<file path="config.mk">
export PLATFORM = sky130hd
export DESIGN_NAME = alu_issuer
export DESIGN_NICKNAME = d
export VERILOG_FILES = /design/src/rtl/alu_pkg.sv /design/src/rtl/alu_issuer.sv
export SDC_FILE = /design/constraint.sdc
export NUM_CORES = 1
export LEC_CHECK = 0
export BUFFER_PORTS_ARGS = -buffer_cell sky130_fd_sc_hd__buf_2
export CORE_MARGIN = 1.5
export CORE_UTILIZATION = 45
export CTS_CLUSTER_SIZE = 24
export DETAILED_ROUTE_END_ITERATION = 6
export PLACE_DENSITY = 0.8
export SYNTH_ARGS = -nofsm -noshare
export SYNTH_HDL_FRONTEND = slang
export SYNTH_SLANG_ARGS = --single-unit
export TNS_END_PERCENT = 10
</file>
<file path="constraint.sdc">
create_clock -name i_clk -period 4.6 [get_ports i_clk]
set_clock_uncertainty 0.2 [all_clocks]
set_input_delay 0.46 -clock i_clk [delete_from_list [all_inputs] [get_ports i_clk]]
set_output_delay 0.46 -clock i_clk [all_outputs]
set_load 0.01 [all_outputs]
</file>
<file path="src/rtl/alu_pkg.sv">
// Shared definitions for the ALU issuer: op codes, FSM state encoding, function-code width.
package alu_pkg;

  localparam int unsigned ALU_FC_W = 4;

  localparam logic [ALU_FC_W-1:0] ALU_OP_AND  = 4'd0;
  localparam logic [ALU_FC_W-1:0] ALU_OP_OR   = 4'd1;
  localparam logic [ALU_FC_W-1:0] ALU_OP_ADD  = 4'd2;
  localparam logic [ALU_FC_W-1:0] ALU_OP_ZERO = 4'd3;
  localparam logic [ALU_FC_W-1:0] ALU_OP_ANDN = 4'd4;
  localparam logic [ALU_FC_W-1:0] ALU_OP_ORN  = 4'd5;
  localparam logic [ALU_FC_W-1:0] ALU_OP_SUB  = 4'd6;
  localparam logic [ALU_FC_W-1:0] ALU_OP_SLT  = 4'd7;

  typedef logic [1:0] state_t;

  localparam state_t ST_IDLE = 2'd0;
  localparam state_t ST_EXEC = 2'd1;
  localparam state_t ST_RESP = 2'd2;

  function automatic logic op_legal(input logic [ALU_FC_W-1:0] op);
    return (op[3] == 1'b0);
  endfunction

endpackage

</file>
<file path="src/rtl/alu_issuer.sv">
// Command/response initiator wrapped around a combinational ALU.
// Optional ALU_ISSUER_PERF_EN adds completed-response and illegal-op counters.
module alu_issuer
  import alu_pkg::*;
#(
  parameter int unsigned NBIT = 32
) (
  input  logic                i_clk,
  input  logic                i_rstn,
  input  logic                i_cmd_valid,
  output logic                o_cmd_ready,
  input  logic [ALU_FC_W-1:0] i_cmd_op,
  input  logic [NBIT-1:0]     i_cmd_a,
  input  logic [NBIT-1:0]     i_cmd_b,
  output logic [NBIT-1:0]     o_alu_a,
  output logic [NBIT-1:0]     o_alu_b,
  output logic [ALU_FC_W-1:0] o_alu_fc,
  input  logic [NBIT-1:0]     i_alu_data,
  input  logic                i_alu_cout,
  output logic                o_rsp_valid,
  input  logic                i_rsp_ready,
  output logic [NBIT-1:0]     o_rsp_data,
  output logic                o_rsp_cout,
  output logic                o_rsp_zero,
  output logic                o_rsp_err
`ifdef ALU_ISSUER_PERF_EN
  ,
  output logic [31:0]         o_op_cnt,
  output logic [15:0]         o_err_cnt
`endif
);

  state_t              state, state_nxt;
  logic                cmd_ready_nxt;
  logic [NBIT-1:0]     alu_a_nxt, alu_b_nxt, rsp_data_nxt;
  logic [ALU_FC_W-1:0] alu_fc_nxt;
  logic                rsp_valid_nxt, rsp_cout_nxt, rsp_zero_nxt, rsp_err_nxt;

  // Next-state and next-output decode; every register holds unless a transition updates it.
  always_comb begin
    state_nxt     = state;
    alu_a_nxt     = o_alu_a;
    alu_b_nxt     = o_alu_b;
    alu_fc_nxt    = o_alu_fc;
    rsp_valid_nxt = o_rsp_valid;
    rsp_data_nxt  = o_rsp_data;
    rsp_cout_nxt  = o_rsp_cout;
    rsp_zero_nxt  = o_rsp_zero;
    rsp_err_nxt   = o_rsp_err;
    case (state)
      ST_IDLE: begin
        if (i_cmd_valid && o_cmd_ready) begin
          if (op_legal(i_cmd_op)) begin
            alu_a_nxt  = i_cmd_a;
            alu_b_nxt  = i_cmd_b;
            alu_fc_nxt = i_cmd_op;
            state_nxt  = ST_EXEC;
          end else begin
            rsp_valid_nxt = 1'b1;
            rsp_data_nxt  = '0;
            rsp_cout_nxt  = 1'b0;
            rsp_zero_nxt  = 1'b0;
            rsp_err_nxt   = 1'b1;
            state_nxt     = ST_RESP;
          end
        end
      end
      ST_EXEC: begin
        // The ALU carry is only meaningful for ADD; other ops leave it stale.
        rsp_valid_nxt = 1'b1;
        rsp_data_nxt  = i_alu_data;
        rsp_cout_nxt  = (o_alu_fc == ALU_OP_ADD) ? i_alu_cout : 1'b0;
        rsp_zero_nxt  = (i_alu_data == '0);
        rsp_err_nxt   = 1'b0;
        alu_fc_nxt    = ALU_OP_ZERO;
        state_nxt     = ST_RESP;
      end
      ST_RESP: begin
        if (o_rsp_valid && i_rsp_ready) begin
          rsp_valid_nxt = 1'b0;
          state_nxt     = ST_IDLE;
        end
      end
      default: begin
        rsp_valid_nxt = 1'b0;
        state_nxt     = ST_IDLE;
      end
    endcase
    cmd_ready_nxt = (state_nxt == ST_IDLE);
  end

  always_ff @(posedge i_clk) begin
    if (!i_rstn) begin
      state       <= ST_IDLE;
      o_cmd_ready <= 1'b0;
      o_alu_a     <= '0;
      o_alu_b     <= '0;
      o_alu_fc    <= ALU_OP_ZERO;
      o_rsp_valid <= 1'b0;
      o_rsp_data  <= '0;
      o_rsp_cout  <= 1'b0;
      o_rsp_zero  <= 1'b0;
      o_rsp_err   <= 1'b0;
    end else begin
      state       <= state_nxt;
      o_cmd_ready <= cmd_ready_nxt;
      o_alu_a     <= alu_a_nxt;
      o_alu_b     <= alu_b_nxt;
      o_alu_fc    <= alu_fc_nxt;
      o_rsp_valid <= rsp_valid_nxt;
      o_rsp_data  <= rsp_data_nxt;
      o_rsp_cout  <= rsp_cout_nxt;
      o_rsp_zero  <= rsp_zero_nxt;
      o_rsp_err   <= rsp_err_nxt;
    end
  end

`ifdef ALU_ISSUER_PERF_EN
  // Counters advance on each completed response handshake.
  always_ff @(posedge i_clk) begin
    if (!i_rstn) begin
      o_op_cnt  <= '0;
      o_err_cnt <= '0;
    end else if (o_rsp_valid && i_rsp_ready) begin
      o_op_cnt <= o_op_cnt + 32'd1;
      if (o_rsp_err && (o_err_cnt != 16'hFFFF))
        o_err_cnt <= o_err_cnt + 16'd1;
    end
  end
`endif

endmodule

</file>
==> flow_metrics.env <==
export IMPL_status="complete, no violations"
export IMPL_initial_utilization_pct=46.0
export IMPL_setup_violations=0
export IMPL_rsz0062_at_grt="false"
export IMPL_drtAntennaViolNets=0
export IMPL_tightest_slew_ns=1.16
export IMPL_cts_buffers=9
export IMPL_combPwrFrac_pct=11.2
export IMPL_dp_cells=727
export IMPL_worstPathArrival_ns=2.44
export IMPL_crit_fanout=67
export IMPL_timing_setup_tns_ns=0
export IMPL_min_path_cells=3
export IMPL_drt_iter0_markers=109
export IMPL_clk_pin_slew_ns=0.10
export IMPL_p_total_mw=1.70
export IMPL_final_max_slew_violation_count=0
export IMPL_critPathRequiredTime_ns=4.60
export IMPL_clk_latency_ns=0.34
export IMPL_hold_buffers=0
export IMPL_grt_pass1_vias=3434
export IMPL_place_ws_ns=2.01
export IMPL_synthesis_area_mm2=0.00397
export IMPL_placed_area_mm2=0.00500
export IMPL_min_period_ns=2.44
export IMPL_ys_flop_type="dfxtp_1"
export IMPL_r2r_start="state[1]"
export IMPL_synth_seq_cells=106
export IMPL_r2r_slack_ns=2.16
export IMPL_reg2reg_to="o_alu_fc[1]"
export IMPL_end_kind="flip-flop"
export IMPL_cts_resized=0
export IMPL_antennaDiodeCount=0
export IMPL_cts_max_path_buffers=2
export IMPL_startpoint_type="flip-flop"
export IMPL_p_seq_share_pct=56.7
export IMPL_num_vias=3701
export IMPL_r2r_worst_path_cells=3
export IMPL_p_int_mw=1.28
export IMPL_holdPathEnd="o_alu_b[17]"
export IMPL_max_freq_mhz=410
export IMPL_cts_setup_buffers=0
export IMPL_worstSetupPathType="flip-flop to flip-flop"
export IMPL_hp_class="primary input to flip-flop"
export IMPL_wirelength_um=10100
export IMPL_dpl_hpwl_um=7050
export IMPL_antenna_found_initial=0
export IMPL_areaGrowthSynthToFinish_pct=30.6
export IMPL_postSynth_asyncResetShare_pct=0
export IMPL_ios=210
export IMPL_instances_no_fill=741
export IMPL_setup_ws_ns=2.16
export IMPL_slew_limit_headroom_pct=22.4
export IMPL_timing_hold_ws_ns=0.137
export IMPL_final_nets=735
export IMPL_seq_area_frac_synth_pct=53.5
export IMPL_fin_area_mm2=0.00518
export IMPL_dieArea_mm2=0.00939
export IMPL_clock_sinks=106
export IMPL_cts_tree="built"
export IMPL_startpoint="state[1]"
export IMPL_synth_fp_nets=549
export IMPL_p_sw_share_pct=24.7
export IMPL_portBuffers=208
export IMPL_drive_above_1_share_pct=36.3
export IMPL_drv_cap=0
export IMPL_firstDrtPassIters=4
export IMPL_finalCritPeriodShare_pct=53.0
export IMPL_yosys_warnings=0
export IMPL_synth_edff_count=0
export IMPL_final_util_pct=60.0
export IMPL_die_h_um=96.9
export IMPL_core_mm2=0.00864
export IMPL_fp_dieW_um=96.9
export IMPL_cts_root_buf="clkbuf_8"
export IMPL_cts_htree_levels=3
export IMPL_p_switching_mw=0.421
export IMPL_globalRouteTotalUtil_pct=20.4
export IMPL_fp_row_count=34
export IMPL_power_share_clock_pct=32.2
export IMPL_grt_max_degree=107
export IMPL_syn_avg_cell_area_um2=8.94
export IMPL_overflow=0
export IMPL_grt_pass1_wl_um=15900
export IMPL_wl_per_cell_um=13.7
export IMPL_synth_cell_types=32
export IMPL_power_leakage_nw=2.29
export IMPL_layout_commonest_cell="buf_2"
export IMPL_hp_start="i_cmd_b[17]"
export IMPL_hold_viol_final=0
export IMPL_most_common_layout_cells="buf_2, nand2_1, dfxtp_1"
export IMPL_drc_errors=0
export IMPL_syn_inst=444
export IMPL_power_density_mw_per_mm2=328
export IMPL_vdd_drop_max_mv=0.176
export IMPL_place_gp_congestion=0.835
export IMPL_routed_via_density=4.99
-- critical path: stages, from the launching register on --
cell and delay [ns]:
dfxtp_1 0.41, or4_2 1.22, o22ai_1 0.36, nand2_1 0.08
-- flip-flops by register name, indices dropped and copies added (netlist names) --
signal and cells:
o_alu_b 32, o_rsp_err 1, o_rsp_data 32, o_alu_fc 3
o_alu_a 32, o_rsp_zero 1, o_cmd_ready 1, o_rsp_valid 1
state 2, o_rsp_cout 1
-- power by group through the flow --
stage	logic (mW)	clock network [mW]	registers, mW
2_1_floorplan	0.0879	0	0.996
3_3_place_gp	0.186	0	0.983
3_5_place_dp	0.191	0	0.985
4_1_cts	0.191	0.561	0.964
5_1_grt	0.209	0.599	0.968
6_report	0.190	0.547	0.964
-- cells by family after synthesis --
kind of cell	Yosys count	synth area share [%]
AND/OR/NAND/NOR	193	21.8
buffers and inverters	37	4.44
flip-flops	106	53.5
AO/OA/AOI/OAI	107	20.2
other	1	0.0945
-- cell type report --
cell class                      count  area [um2]
Fill cell                         790        3450
Clock buffer                        9         124
Timing Repair Buffer              211        1060
Clock inverter                      5        56.3
Sequential cell                   106        2120
Multi-Input combinational cell    301        1680
Inverter                            1        3.75
Tap cell                          108         135
-- per-layer routing --
layer	global-route usage (%)	vias up	part of all wire [%]	wire length, um
met5	0	-	0	0
met2	33.9	137	48	4870
met4	6.91	0	2.1	210
met3	5.85	21	6.9	698
met1	25.4	1692	43	4340
li1	-	1851	-	-
-- how the worst max path moves through the flow --
stage | end | slack, ns
6_report | o_alu_fc[1] | 2.16
5_1_grt | o_alu_fc[1] | 2.00
4_1_cts | o_alu_fc[1] | 2.13
3_5_place_dp | o_alu_fc[1] | 2.01
3_3_place_gp | o_alu_fc[1] | 2.04
2_1_floorplan | o_alu_fc[0] | 2.79
-- synthesized netlist by cell type (3+ instances only) --
| cell | n | share of area, % |
|---|---|---|
| clkbuf_1 | 23 | 2.2 |
| buf_2 | 8 | 1.0 |
| nand3_1 | 3 | 0.38 |
| a22oi_1 | 32 | 6.1 |
| nor3_1 | 3 | 0.38 |
| nand2_1 | 134 | 13 |
| nor4_1 | 7 | 1.1 |
| buf_6 | 3 | 0.85 |
| a21boi_0 | 59 | 11 |
| a21boi_1 | 7 | 1.3 |
| dfxtp_1 | 106 | 53 |
| nor2b_1 | 34 | 5.4 |
Power figures use the tool's default switching activity.
